### config.mk
export PLATFORM = sky130hd
export DESIGN_NAME = sop_sweep
export DESIGN_NICKNAME = d
export VERILOG_FILES = /design/src/rtl/sop_sweep_pkg.sv /design/src/rtl/sop_sweep_settle_cnt.sv /design/src/rtl/sop_sweep.sv
export SDC_FILE = /design/constraint.sdc
export NUM_CORES = 1
export LEC_CHECK = 0
export CAP_MARGIN = 20
export CORE_AREA = 2 2 64 66
export CTS_CLUSTER_SIZE = 30
export DETAILED_ROUTE_END_ITERATION = 10
export DIE_AREA = 0 0 66 68
export GPL_TIMING_DRIVEN = 0
export PLACE_DENSITY = 0.82
export REMOVE_ABC_BUFFERS = 1
export SYNTH_ARGS = -nofsm -noshare
export SYNTH_HDL_FRONTEND = slang
export SYNTH_SLANG_ARGS = --single-unit
### constraint.sdc
create_clock -name clk -period 4.6 [get_ports clk]
set_input_delay 0.46 -clock clk [delete_from_list [all_inputs] [get_ports clk]]
set_output_delay 0.46 -clock clk [all_outputs]
set_load 0.005 [all_outputs]
### src/rtl/sop_sweep_pkg.sv
// Shared definitions for the sop sweep self-check: state encodings,
// the expected sop truth table and the vector count.
package sop_sweep_pkg;

  typedef enum logic [1:0] {
    ST_IDLE = 2'd0,
    ST_RUN  = 2'd1,
    ST_DONE = 2'd2
  } state_t;

  // bit k = o1 for {i1,i2,i3,i4} = k; minterms 3,5,12,13,14,15
  localparam logic [15:0] SOP_EXP_TT  = 16'hF028;
  localparam int          SOP_NUM_VEC = 16;
  localparam logic [3:0]  SOP_LAST_IDX = 4'(SOP_NUM_VEC - 1);

  // Captured bit disagrees with the expected table at this index.
  function automatic logic tt_mismatch(input logic [15:0] exp_tt,
                                       input logic [3:0]  idx,
                                       input logic        obs);
    return obs ^ exp_tt[idx];
  endfunction

endpackage

### src/rtl/sop_sweep_settle_cnt.sv
// Settle counter: counts the cycles a vector has been held and flags
// the last one (count == SETTLE-1), then wraps to zero.
module sop_sweep_settle_cnt #(
  parameter int SETTLE = 2
) (
  input  logic clk,
  input  logic reset,
  input  logic clr,
  input  logic en,
  output logic tc
);

  localparam logic [3:0] TC_VAL = 4'(SETTLE - 1);

  logic [3:0] scnt_r;

  // Clear on sweep start, advance while running, wrap on terminal count.
  always_ff @(posedge clk or posedge reset) begin
    if (reset) begin
      scnt_r <= 4'd0;
    end else if (clr) begin
      scnt_r <= 4'd0;
    end else if (en) begin
      if (tc) begin
        scnt_r <= 4'd0;
      end else begin
        scnt_r <= scnt_r + 4'd1;
      end
    end else begin
      scnt_r <= scnt_r;
    end
  end

  assign tc = (scnt_r == TC_VAL);

endmodule

### src/rtl/sop_sweep.sv
// On-chip self-check for the sop block: walks all 16 input vectors,
// captures o1 after each has settled, and compares the resulting
// truth table against the expected one.
module sop_sweep
  import sop_sweep_pkg::*;
#(
  parameter int          SETTLE = 2,
  parameter logic [15:0] EXP_TT = SOP_EXP_TT
) (
  input  logic        clk,
  input  logic        reset,
  input  logic        start,
  output logic        drv_i1,
  output logic        drv_i2,
  output logic        drv_i3,
  output logic        drv_i4,
  input  logic        sop_o1,
  output logic        busy,
  output logic        done,
  output logic        pass,
  output logic [15:0] tt,
  output logic [3:0]  fail_idx,
  output logic [4:0]  err_cnt
);

  state_t     state_r;
  logic [3:0] idx_r;
  logic [3:0] drv_r;
  logic       tc_s;
  logic       clr_s;
  logic       en_s;
  logic       mism_s;
  logic [4:0] err_next_s;

  // Start is honoured from IDLE or DONE only; a start during RUN is ignored.
  always_comb begin
    clr_s      = start && (state_r != ST_RUN);
    en_s       = (state_r == ST_RUN);
    mism_s     = tt_mismatch(EXP_TT, idx_r, sop_o1);
    err_next_s = err_cnt + {4'd0, mism_s};
  end

  sop_sweep_settle_cnt #(
    .SETTLE (SETTLE)
  ) u_settle (
    .clk   (clk),
    .reset (reset),
    .clr   (clr_s),
    .en    (en_s),
    .tc    (tc_s)
  );

  // Sweep FSM with vector index, capture/compare bookkeeping and output registers.
  always_ff @(posedge clk or posedge reset) begin
    if (reset) begin
      state_r  <= ST_IDLE;
      idx_r    <= 4'd0;
      drv_r    <= 4'd0;
      busy     <= 1'b0;
      done     <= 1'b0;
      pass     <= 1'b0;
      tt       <= 16'd0;
      fail_idx <= 4'd0;
      err_cnt  <= 5'd0;
    end else begin
      case (state_r)
        ST_IDLE, ST_DONE: begin
          if (start) begin
            state_r  <= ST_RUN;
            idx_r    <= 4'd0;
            drv_r    <= 4'd0;
            busy     <= 1'b1;
            done     <= 1'b0;
            pass     <= 1'b0;
            tt       <= 16'd0;
            fail_idx <= 4'd0;
            err_cnt  <= 5'd0;
          end
        end
        ST_RUN: begin
          if (tc_s) begin
            tt[idx_r] <= sop_o1;
            err_cnt   <= err_next_s;
            // First mismatch is the one seen while the count is still zero.
            if (mism_s && (err_cnt == 5'd0)) begin
              fail_idx <= idx_r;
            end
            if (idx_r == SOP_LAST_IDX) begin
              state_r <= ST_DONE;
              drv_r   <= 4'd0;
              busy    <= 1'b0;
              done    <= 1'b1;
              pass    <= (err_next_s == 5'd0);
            end else begin
              idx_r <= idx_r + 4'd1;
              drv_r <= idx_r + 4'd1;
            end
          end
        end
        default: begin
          state_r <= ST_IDLE;
          drv_r   <= 4'd0;
          busy    <= 1'b0;
          done    <= 1'b0;
        end
      endcase
    end
  end

  assign drv_i1 = drv_r[3];
  assign drv_i2 = drv_r[2];
  assign drv_i3 = drv_r[1];
  assign drv_i4 = drv_r[0];

endmodule

==> run metrics, run 1 <==
status=complete, no violations; initial antenna violation count=0; FFs w/ async S/R, synth=100%; Vias=1733; DRT iter0 DRCs=90; Root Buffer=clkbuf_8; Slew HR=around 30%; EDFF count, synth=0; Final TNS setup=0 ps; CP Max Fanout=10; first-pass GRT wire length=7550 µm; Clock Skew=6.65 ps; 1st-pass router iterations=4; Via density=approximately 5.8; gr usage total=22.1%; Fin Hold WS=between 400 and 500 ps; unrepaired setup endpoints after global routing=false; Internal=0.956 mW; Port Buffers=35; Clock power frac=between 10 and 15%; area of the multi-input gates=around 960 µm²; DRT Wirelength=4560 µm; antenna diode count=0; Synth area leader=dfrtp_1; Hold Path Class=register to register; die area=around 0.0045 mm²; CP Cell Sequence=ha_1, or3b_1, a21o_1, nand2_1, ha_1, ha_1, nand3_1, nor3_1, a21oi_1, o21ai_0; R2R Setup Slk=2020 ps; Pwr Total=between 1.5 and 2 mW; Distinct cells, synth=36; Worst R2R Start=idx_r[0]; Final Util=between 60% and 70%; CTS sink count=41; top post-synthesis cells by area=dfrtp_1 50%, o21ai_0 12%, nand2_1 5.9%, ha_1 4.9%, a21oi_1 3.2%; CTS Hold Bufs=0; row cnt=23; Seq/Total Area, Yosys=~50%; remaining antenna violation count=0; maximum VDD drop=approximately 0.31 mV; area of the mapped netlist=~0.002 mm²; core footprint=between 0.003 and 0.004 mm²; Slowest cell on crit path=dfrtp_1; Min Clock Period, post-route=between 2000 and 3000 ps; Avg Inst Size Synth=roughly 9.3 µm²; Power Density=around 630 mW/mm²; Yosys warnings=0; Final nets=263; Mapped Cells=220; switching power=slightly above 0.6 mW; crit share post-route=56.0%; Worst setup EP type=register; Routed WL per cell=between 15 and 20 µm; clk_lat worst skew=between 200 and 300 ps; Max-cap violations=0; H-tree depth=2; R2R depth=10; Slew Limit Fails=0; global route overflow=0; # fillers=~310; initial core utilization=roughly 53%; clk buf depth=2; WP data required=roughly 4800 ps; vias in the first global route=1579; Finish-stage setup viols=0; CP max stage delay=roughly 470 ps; worst slew pin tran=roughly 1100 ps; ys flop type=dfrtp_1; post-CTS setup buffer count=0; crit path to=err_cnt[4]; total area of sequential cells=between 0.001 and 0.0015 mm²; upper clock frequency limit=about 0.39 GHz; Gate power share=46.1%; Die H=68 µm; Synth Register Bits=about 40; layout cells sized above 1=~5.6%; Resized Gates After CTS=0; Switching Share=39.4%; Reg clk slew, reported paths=70 ps; Pleak=approximately 1.1 nW; io pins=36; total CTS buffers=5; Critical Path AT=around 2800 ps; Flop pwr share=39.1%; Crit path top cell by count=ha_1; die extent in x=66 µm; CTS tree=done; Synth top area share=50.0%; largest net degree at the start of global routing=42; CP Launch Type=register; endpoints failing hold=0; CP Launch Point=idx_r[0]; post-DP HPWL=3050 µm; Reg2Reg Capture Point=err_cnt[4]; Placer Congestion=between 0.8 and 0.9; final routed DRC violation total=0; synth-to-layout area growth=21.8%; kind of critical path=register to register
[power groups by stage]
stage	registers, mW	logic [mW]	clock network, mW
after detailed placement	0.620	0.717	0
after floorplan	0.602	0.411	0
after global routing	0.633	0.822	0.256
after global placement	0.616	0.704	0
after CTS	0.613	0.725	0.240
final	0.616	0.728	0.234
[flip-flops by register name (all words and copies together), names as in the netlist]
signal           cells
err_cnt              5
fail_idx             4
state_r              2
pass                 1
u_settle.scnt_r      4
busy                 1
idx_r                4
drv_r                4
tt                  16
[worst max-delay path: cells and delay by family, from the launching register on]
family | cells | cell delay (ps)
and+or+nand+nor | 4 | 790
AOI/OAI and AO/OA | 3 | 430
adders and majority gates | 3 | 800
DFF | 1 | 470
[cells by family after synthesis]
kind of cell	count (synthesis)	synth area share, %
AOI/OAI and AO/OA	82	23.0
adders and majority gates	8	4.88
buffers and inverters	15	3.29
and+or+nand+nor	69	16.7
DFF	41	50.0
xor gates and xnor gates	5	2.13
[per-layer routing]
metal | part of all wire [%] | global-route usage [%] | vias to the layer above
met3 | 4.9 | 4.93 | 8
met5 | 0 | 0 | -
met1 | 48 | 31.9 | 818
met4 | 1.5 | 7.65 | 0
met2 | 46 | 33.1 | 54
li1 | - | - | 853
[stage by stage]
stage | cells | worst slack [ps] | instance area [µm²]
detailed placement | 294 | 2060 | 2410
finish | 301 | 2020 | 2500
CTS | 301 | 2040 | 2500
global route | 301 | 1810 | 2500
global placement | 294 | 2090 | 2410
floorplan | 209 | 2300 | 2000
[cells in the final DEF (no fill, tap or decap), types with 2 or more instances in the layout]
cell,netlist,layout
nor2b_1,2,2
nor2_1,6,6
nand4_1,2,2
o21ai_0,48,48
ha_1,8,8
a21oi_1,13,13
nand3_1,9,9
o21ai_2,2,2
inv_1,4,3
xor2_1,3,3
dfrtp_1,41,41
nand2b_1,4,4
clkbuf_8,0,6
a22o_1,5,5
and3_1,3,3
o31ai_1,5,5
a31oi_1,5,5
nand2_1,32,32
clkdlybuf4s50_1,0,35
xnor2_1,2,2
[worst min-delay path by stage]
stage	startpoint	to	cells past startpoint
floorplan	drv_r[1]	drv_r[1]	2
global placement	drv_r[1]	drv_r[1]	2
detailed placement	drv_r[1]	drv_r[1]	2
CTS	drv_r[1]	drv_r[1]	2
global route	drv_r[0]	drv_r[0]	1
finish	drv_r[1]	drv_r[1]	2
[Yosys cell counts (2+ instances only)]
cell type	instances
o21ai_2	2
nand3_1	9
o31ai_1	5
ha_1	8
dfrtp_1	41
clkbuf_1	9
xnor2_1	2
nand4_1	2
nand2b_1	4
a21oi_1	13
o21ai_0	48
nor2_1	6
nor2b_1	2
xor2_1	3
and3_1	3
inv_1	4
nand2_1	32
a31oi_1	5
a22o_1	5
[cell type report]
cell class	instances	area share, %
repair buffers	35	14.0
multi-input cells	164	38.4
flip-flops and latches	41	41.1
well taps	50	2.50
clock buffers	7	3.46
inverters	4	0.601
No activity file was read; power rests on OpenSTA's default activity.
==> run 2, diff against run 1 <==
--- a/config.mk
+++ b/config.mk
@@ -6,12 +6,12 @@
 export NUM_CORES = 1
 export LEC_CHECK = 0
 export CAP_MARGIN = 20
-export CORE_AREA = 2 2 64 66
+export CORE_AREA = 2 2 66 68
 export CTS_CLUSTER_SIZE = 30
 export DETAILED_ROUTE_END_ITERATION = 10
-export DIE_AREA = 0 0 66 68
+export DIE_AREA = 0 0 68 70
 export GPL_TIMING_DRIVEN = 0
-export PLACE_DENSITY = 0.82
+export PLACE_DENSITY = 0.77
 export REMOVE_ABC_BUFFERS = 1
 export SYNTH_ARGS = -nofsm -noshare
 export SYNTH_HDL_FRONTEND = slang
==> constraint.sdc (replaced) <==
create_clock -name clk -period 2.4 [get_ports clk]
set_input_delay 0.24 -clock clk [delete_from_list [all_inputs] [get_ports clk]]
set_output_delay 0.24 -clock clk [all_outputs]
set_load 0.005 [all_outputs]
==> run 2 against run 1 <==
Compared with the run above: critical path depth is 1 lower; fmax is 8.6% higher; cell count is 2.3% higher; combinational power is 100% higher; first-iteration DRC count is 62% higher; power is 100% higher; count of clock-buffer cells in the layout is 2 lower; critical endpoint is now pass; largest cell class unchanged.
==> run metrics, run 2 (same netlist as run 1, synthesis figures left out) <==
status=complete, no violations; R2R depth=9 (-1); Root Buffer=clkbuf_8; CP Cell Sequence=ha_4, or3b_4, a21o_1, nand2_1, ha_1, ha_1, nor4_1, nand3_1, o21ai_0; maximum VDD drop=0.570 mV (+87%); Power Density=1230 mW/mm² (+95%); Slew HR=41.7% (+12 points); most frequent cells in the layout=47 x o21ai_0, 37 x dfrtp_1, 35 x clkdlybuf4s50_1; Vias=1779 (+2.7%); Clock Skew=12.6 ps (+5.93 ps); io pins=36 (unchanged); vias in the first global route=1685 (+6.7%); Largest register FFs=16 (unchanged); Via density=5.78 (+0.32%); remaining antenna violation count=0 (unchanged); biggest regs=tt x16, err_cnt x5; antenna diode count=0 (unchanged); worst path bufs/invs=0 (unchanged); gr usage total=21.8% (-0.31 points); H-tree depth=2 (unchanged); Final TNS setup=0 ps (unchanged); Routed WL per cell=15.6 µm (+3.0%); layout cells sized above 1=12.5% (+6.9 points); Worst setup EP type=register; 1st-pass router iterations=5 (+1); crit share post-route=98.9% (+43 points); CTS tree=done; CP max stage delay=450 ps (-20 ps); CTS Hold Bufs=0 (unchanged); row cnt=24 (+4.3%); total CTS buffers=5 (unchanged); first-pass GRT wire length=7960 µm (+5.4%); initial core utilization=49.5% (-3.7 points); Reg2Reg Capture Point=pass; endpoints failing hold=0 (unchanged); synth-to-layout area growth=27.0%; clk_lat worst skew=290 ps (about the same); R2R Setup Slk=30 ps (-2000 ps); CTS sink count=41 (unchanged); clk buf depth=2 (unchanged); most common cell after layout, fill and taps aside=o21ai_0; Slew Limit Fails=0 (unchanged); DRT iter0 DRCs=146 (+62%); post-DP HPWL=3080 µm (+0.97%); initial antenna violation count=0 (unchanged); CP Launch Type=register; Max-cap violations=0 (unchanged); upper clock frequency limit=0.421 GHz (+8.6%); Port Buffers=35 (unchanged); crit path to=pass; Crit. path cell count=9 (-1); global route overflow=0 (unchanged); die area=0.00476 mm² (+6.1%); Slowest cell on crit path=dfrtp_2; core footprint=0.00414 mm² (+7.5%); Placer Congestion=0.784 (-5.7%); CP Launch Point=idx_r[0]; Reg clk slew, reported paths=80 ps (about the same); Min Clock Period, post-route=2370 ps (-204 ps); Critical Path AT=2580 ps (-200 ps); Finish-stage setup viols=0 (unchanged); die extent in x=68 µm (+3.0%); final routed DRC violation total=0 (unchanged); Worst R2R Start=idx_r[0]; # fillers=344 (+9.6%); CP Max Fanout=7 (-3); DRT Wirelength=4800 µm (+5.4%); largest net degree at the start of global routing=42 (unchanged); worst slew pin tran=873 ps (-182 ps); kind of critical path=register to register; Fin Hold WS=456 ps (-20.4 ps); WP data required=2610 ps (-2190 ps); Final nets=268 (+1.9%); Hold Path Class=input pin to asynchronous set/reset pin; Top reg by flops=tt; Pleak=1.09 nW (+3.7%); Crit path top cell by count=ha_1; Die H=70 µm (+2.9%); Worst path top cell family by delay=simple AND/OR/NAND/NOR gates
[run 2: changes by cell type in the layout (fill, tap and decap cells not counted), sizes merged]
cell    before  now
clkinv       0    1
bufinv       0    1
clkbuf       7    5
buf          0    5
[run 2: cell type report]
type | instances | area [µm²] | area share [%]
Sequential cell | 41 | 1030 | 39.6
Multi-Input combinational cell | 164 | 1000 | 38.5
Timing Repair Buffer | 40 | 388 | 14.9
Clock buffer | 5 | 68.8 | 2.64
Tap cell | 52 | 65.1 | 2.50
Clock inverter | 2 | 35.0 | 1.34
Inverter | 4 | 15.0 | 0.576
[run 2: worst min path at each step]
stage                         from            endpoint  slack [ps]  depth (start not counted)
after floorplan              start  u_settle.scnt_r[1]         340                          1
after global placement    drv_r[1]            drv_r[1]         460                          2
after detailed placement  drv_r[1]            drv_r[1]         470                          2
after CTS                    reset            drv_r[3]         470                          2
after global routing      drv_r[2]            drv_r[2]         500                          2
final                        reset            idx_r[0]         460                          2
[run 2: stage by stage]
step | util, % | instance area, µm² | worst slack, ps | power (mW) | cells
2_1_floorplan | - | 2000 | 98.9 | 1.94 | 209
3_3_place_gp | 58.3 | 2410 | -143 | 2.54 | 296
3_5_place_dp | 58.3 | 2410 | -145 | 2.57 | 296
4_1_cts | 61.1 | 2530 | 11.3 | 3.13 | 303
5_1_grt | 62.9 | 2610 | -32.2 | 3.46 | 308
6_report | 62.9 | 2610 | 26.2 | 3.21 | 308
[run 2: timing repair]
action | CTS | global route
resized for setup | 4 | 11
buffers inserted | 0 | 5
pin swaps | 0 | 1
setup endpoints to repair | 3 | 20
[run 2: worst register-to-register path: cells and delay by family (launching register included)]
| kind | cells | cell delay [ps] |
|---|---|---|
| simple gates | 4 | 870 |
| fa+ha+maj | 3 | 600 |
| flops | 1 | 450 |
| compound gates | 2 | 370 |
[run 2: report_power, final]
part           switching, mW  internal [mW]  leakage, nW
combinational          0.744          0.719        0.506
sequential             0.264          0.941        0.535
clock                  0.237          0.303       0.0540
total                   1.25           1.96         1.09
[run 2: routing by layer]
metal	vias to the layer above	track usage, %	wire, µm
met5	-	0	0
met4	0	6.22	21
met3	4	5.31	208
met2	47	33.5	2390
met1	858	30.4	2190
li1	870	-	-
==> run 3, diff against run 2 <==
--- a/config.mk
+++ b/config.mk
@@ -6,12 +6,12 @@
 export NUM_CORES = 1
 export LEC_CHECK = 0
 export CAP_MARGIN = 20
-export CORE_AREA = 2 2 66 68
+export CORE_AREA = 2 2 70 72
 export CTS_CLUSTER_SIZE = 30
 export DETAILED_ROUTE_END_ITERATION = 10
-export DIE_AREA = 0 0 68 70
+export DIE_AREA = 0 0 72 74
 export GPL_TIMING_DRIVEN = 0
-export PLACE_DENSITY = 0.77
+export PLACE_DENSITY = 0.73
 export REMOVE_ABC_BUFFERS = 1
 export SYNTH_ARGS = -nofsm -noshare
 export SYNTH_HDL_FRONTEND = slang
==> constraint.sdc (replaced) <==
create_clock -name clk -period 1.95 [get_ports clk]
set_input_delay 0.195 -clock clk [delete_from_list [all_inputs] [get_ports clk]]
set_output_delay 0.195 -clock clk [all_outputs]
set_load 0.005 [all_outputs]
==> run 3 against run 2 <==
Compared with the run above: critical path depth unchanged; sequential cell count unchanged; core utilization fell by 2.6 points; the run now ends with negative setup slack left; power increased by 32%; count of clock-buffer cells in the layout stayed put; largest power group unchanged; critical path type unchanged; sequential power is 17% higher.
==> run metrics, run 3 (same netlist as run 1, synthesis figures left out) <==
upper clock frequency limit=0.465 GHz (+10%); area of the multi-input gates=0.00109 mm² (+9.0%); gr usage total=21.1% (-0.68 points); Layout Cells excl Fill=323 (+4.9%); failing checks=negative setup slack; die extent in x=72 µm (+5.9%); layout cells sized above 1=20.8% (+8.3 points); Gate power share=53.6% (+8.0 points); Worst Setup Slack, final=-199 ps (-225 ps); CTS sink count=41 (unchanged); unrepaired setup endpoints after global routing=true; Worst R2R Start=idx_r[0]; Flop pwr share=33.5% (-4.1 points); Top reg by flops=tt; CTS Hold Bufs=0 (unchanged); CP Launch Type=register; first-pass GRT wire length=8590 µm (+8.0%); DRT iter0 DRCs=172 (+18%); Internal=2.52 mW (+28%); clk buf depth=2 (unchanged); vias in the first global route=1772 (+5.2%); most frequent cells in the layout=41 x o21ai_0, 37 x dfrtp_1, 35 x clkdlybuf4s50_1; Via density=5.82 (+0.72%); placed standard-cell area=0.00242 mm² (+0.10%); Largest register FFs=16 (unchanged); CP Max Fanout=3 (-4); crit share post-route=110% (+11 points); Clock power frac=12.9% (-3.9 points); Routed WL per cell=16.7 µm (+7.2%); post-DP HPWL=3120 µm (+1.2%); Layout Cell Area excl Fill=0.00277 mm² (+6.3%); largest net degree at the start of global routing=42 (unchanged); Finish-stage setup viols=8 (+8); Placer Congestion=0.819 (+4.4%); initial core utilization=44.6% (-4.9 points); Clock Skew=5.23 ps (-7.34 ps); Reg2Reg Capture Point=pass; io pins=36 (unchanged); Critical Path AT=2370 ps (-210 ps); Die H=74 µm (+5.7%); clk_lat worst skew=290 ps (about the same); Hold Path Class=input pin to asynchronous set/reset pin; antenna diode count=0 (unchanged); Vias=1879 (+5.6%); Cells after DPL=298 (+0.68%); Min Clock Period, post-route=2150 ps (-225 ps); kind of critical path=register to register; remaining antenna violation count=0 (unchanged); Reg clk slew, reported paths=80 ps (about the same); final routed DRC violation total=0 (unchanged); Final Util=60.3% (-2.6 points); 1st-pass router iterations=6 (+1); switching power=1.71 mW (+37%); H-tree depth=2 (unchanged); row cnt=25 (+4.2%); R2R Setup Slk=-200 ps (-230 ps); maximum VDD drop=0.672 mV (+18%); Switching Share=40.4% (+1.6 points); biggest regs=tt x16, err_cnt x5; initial antenna violation count=0 (unchanged); DRT Wirelength=5400 µm (+12%); total CTS buffers=5 (unchanged); core footprint=0.00460 mm² (+11%); R2R depth=9 (unchanged); global route overflow=0 (unchanged); WP data required=2170 ps (-440 ps); Fin Hold WS=384 ps (-72.4 ps); die area=0.00533 mm² (+12%); status=finished, violations left; total area of sequential cells=0.00103 mm² (unchanged); worst slew pin tran=831 ps (-41.1 ps); Slew Limit Fails=0 (unchanged); Root Buffer=clkbuf_8; Worst setup EP type=register; Final TNS setup=-1280 ps (-1280 ps); Max-cap violations=0 (unchanged); CTS tree=done; Pleak=1.14 nW (+4.4%); endpoints failing hold=0 (unchanged); Final nets=280 (+4.5%); synth-to-layout area growth=35.1%; Power Density=1530 mW/mm² (+24%); Port Buffers=35 (unchanged); most common cell after layout, fill and taps aside=o21ai_0; # fillers=383 (+11%); Slew HR=44.5% (+2.7 points)
## run 3: cell types whose count changed in the layout (fill, tap and decap cells not counted), sizes merged
cell	previous run	this run
clkinv	1	2
clkinvlp	0	1
buf	5	17
bufinv	1	0
## run 3: how the worst max path moves through the flow
stage | from | to | slack (ps) | depth (start not counted)
after global routing | idx_r[0] | pass | -290 | 9
after detailed placement | idx_r[0] | pass | -600 | 9
after CTS | idx_r[1] | pass | -150 | 9
after floorplan | idx_r[0] | pass | -350 | 9
final | idx_r[0] | pass | -200 | 9
after global placement | idx_r[0] | pass | -570 | 9
## run 3: final cells by class
cell class	instances	share of cell area (%)
Clock buffer	5	2.48
Clock inverter	3	0.632
Inverter	4	0.542
Multi-Input combinational cell	164	39.5
Sequential cell	41	37.2
Tap cell	54	2.44
Timing Repair Buffer	52	17.2
## run 3: power groups by stage
stage               Clock [mW]  Sequential (mW)  Combinational, mW
detailed placement           0             1.47               1.69
global route             0.590             1.46               2.50
floorplan                    0             1.42              0.969
global placement             0             1.46               1.67
CTS                      0.557             1.40               2.01
finish                   0.545             1.42               2.27
## run 3: metrics by stage
step	power [mW]	setup slack, ps
6_report	4.23	-199
5_1_grt	4.55	-288
4_1_cts	3.96	-148
3_5_place_dp	3.17	-595
3_3_place_gp	3.13	-566
2_1_floorplan	2.39	-351
## run 3: layer usage
metal	global-route usage [%]	vias to the layer above	routed length (µm)
li1	-	880	-
met1	28.5	906	2300
met2	32.3	80	2620
met3	4.88	13	343
met4	10.5	0	128
met5	0	-	0
## run 3: timing repair
item / in CTS / in global routing
gates resized for setup: 23 / 16
pin swaps: 4 / 8
setup buffers: 11 / 6
endpoints found under the setup margin: 35 / 35
## run 3: worst max-delay path: stages (launching register included)
cell	delay, ps
dfrtp_2	410
ha_4	150
or3b_4	380
nand3_1	150
nand2_2	80
ha_4	170
ha_4	250
nor4_4	240
nand3_1	110
o21ai_1	120
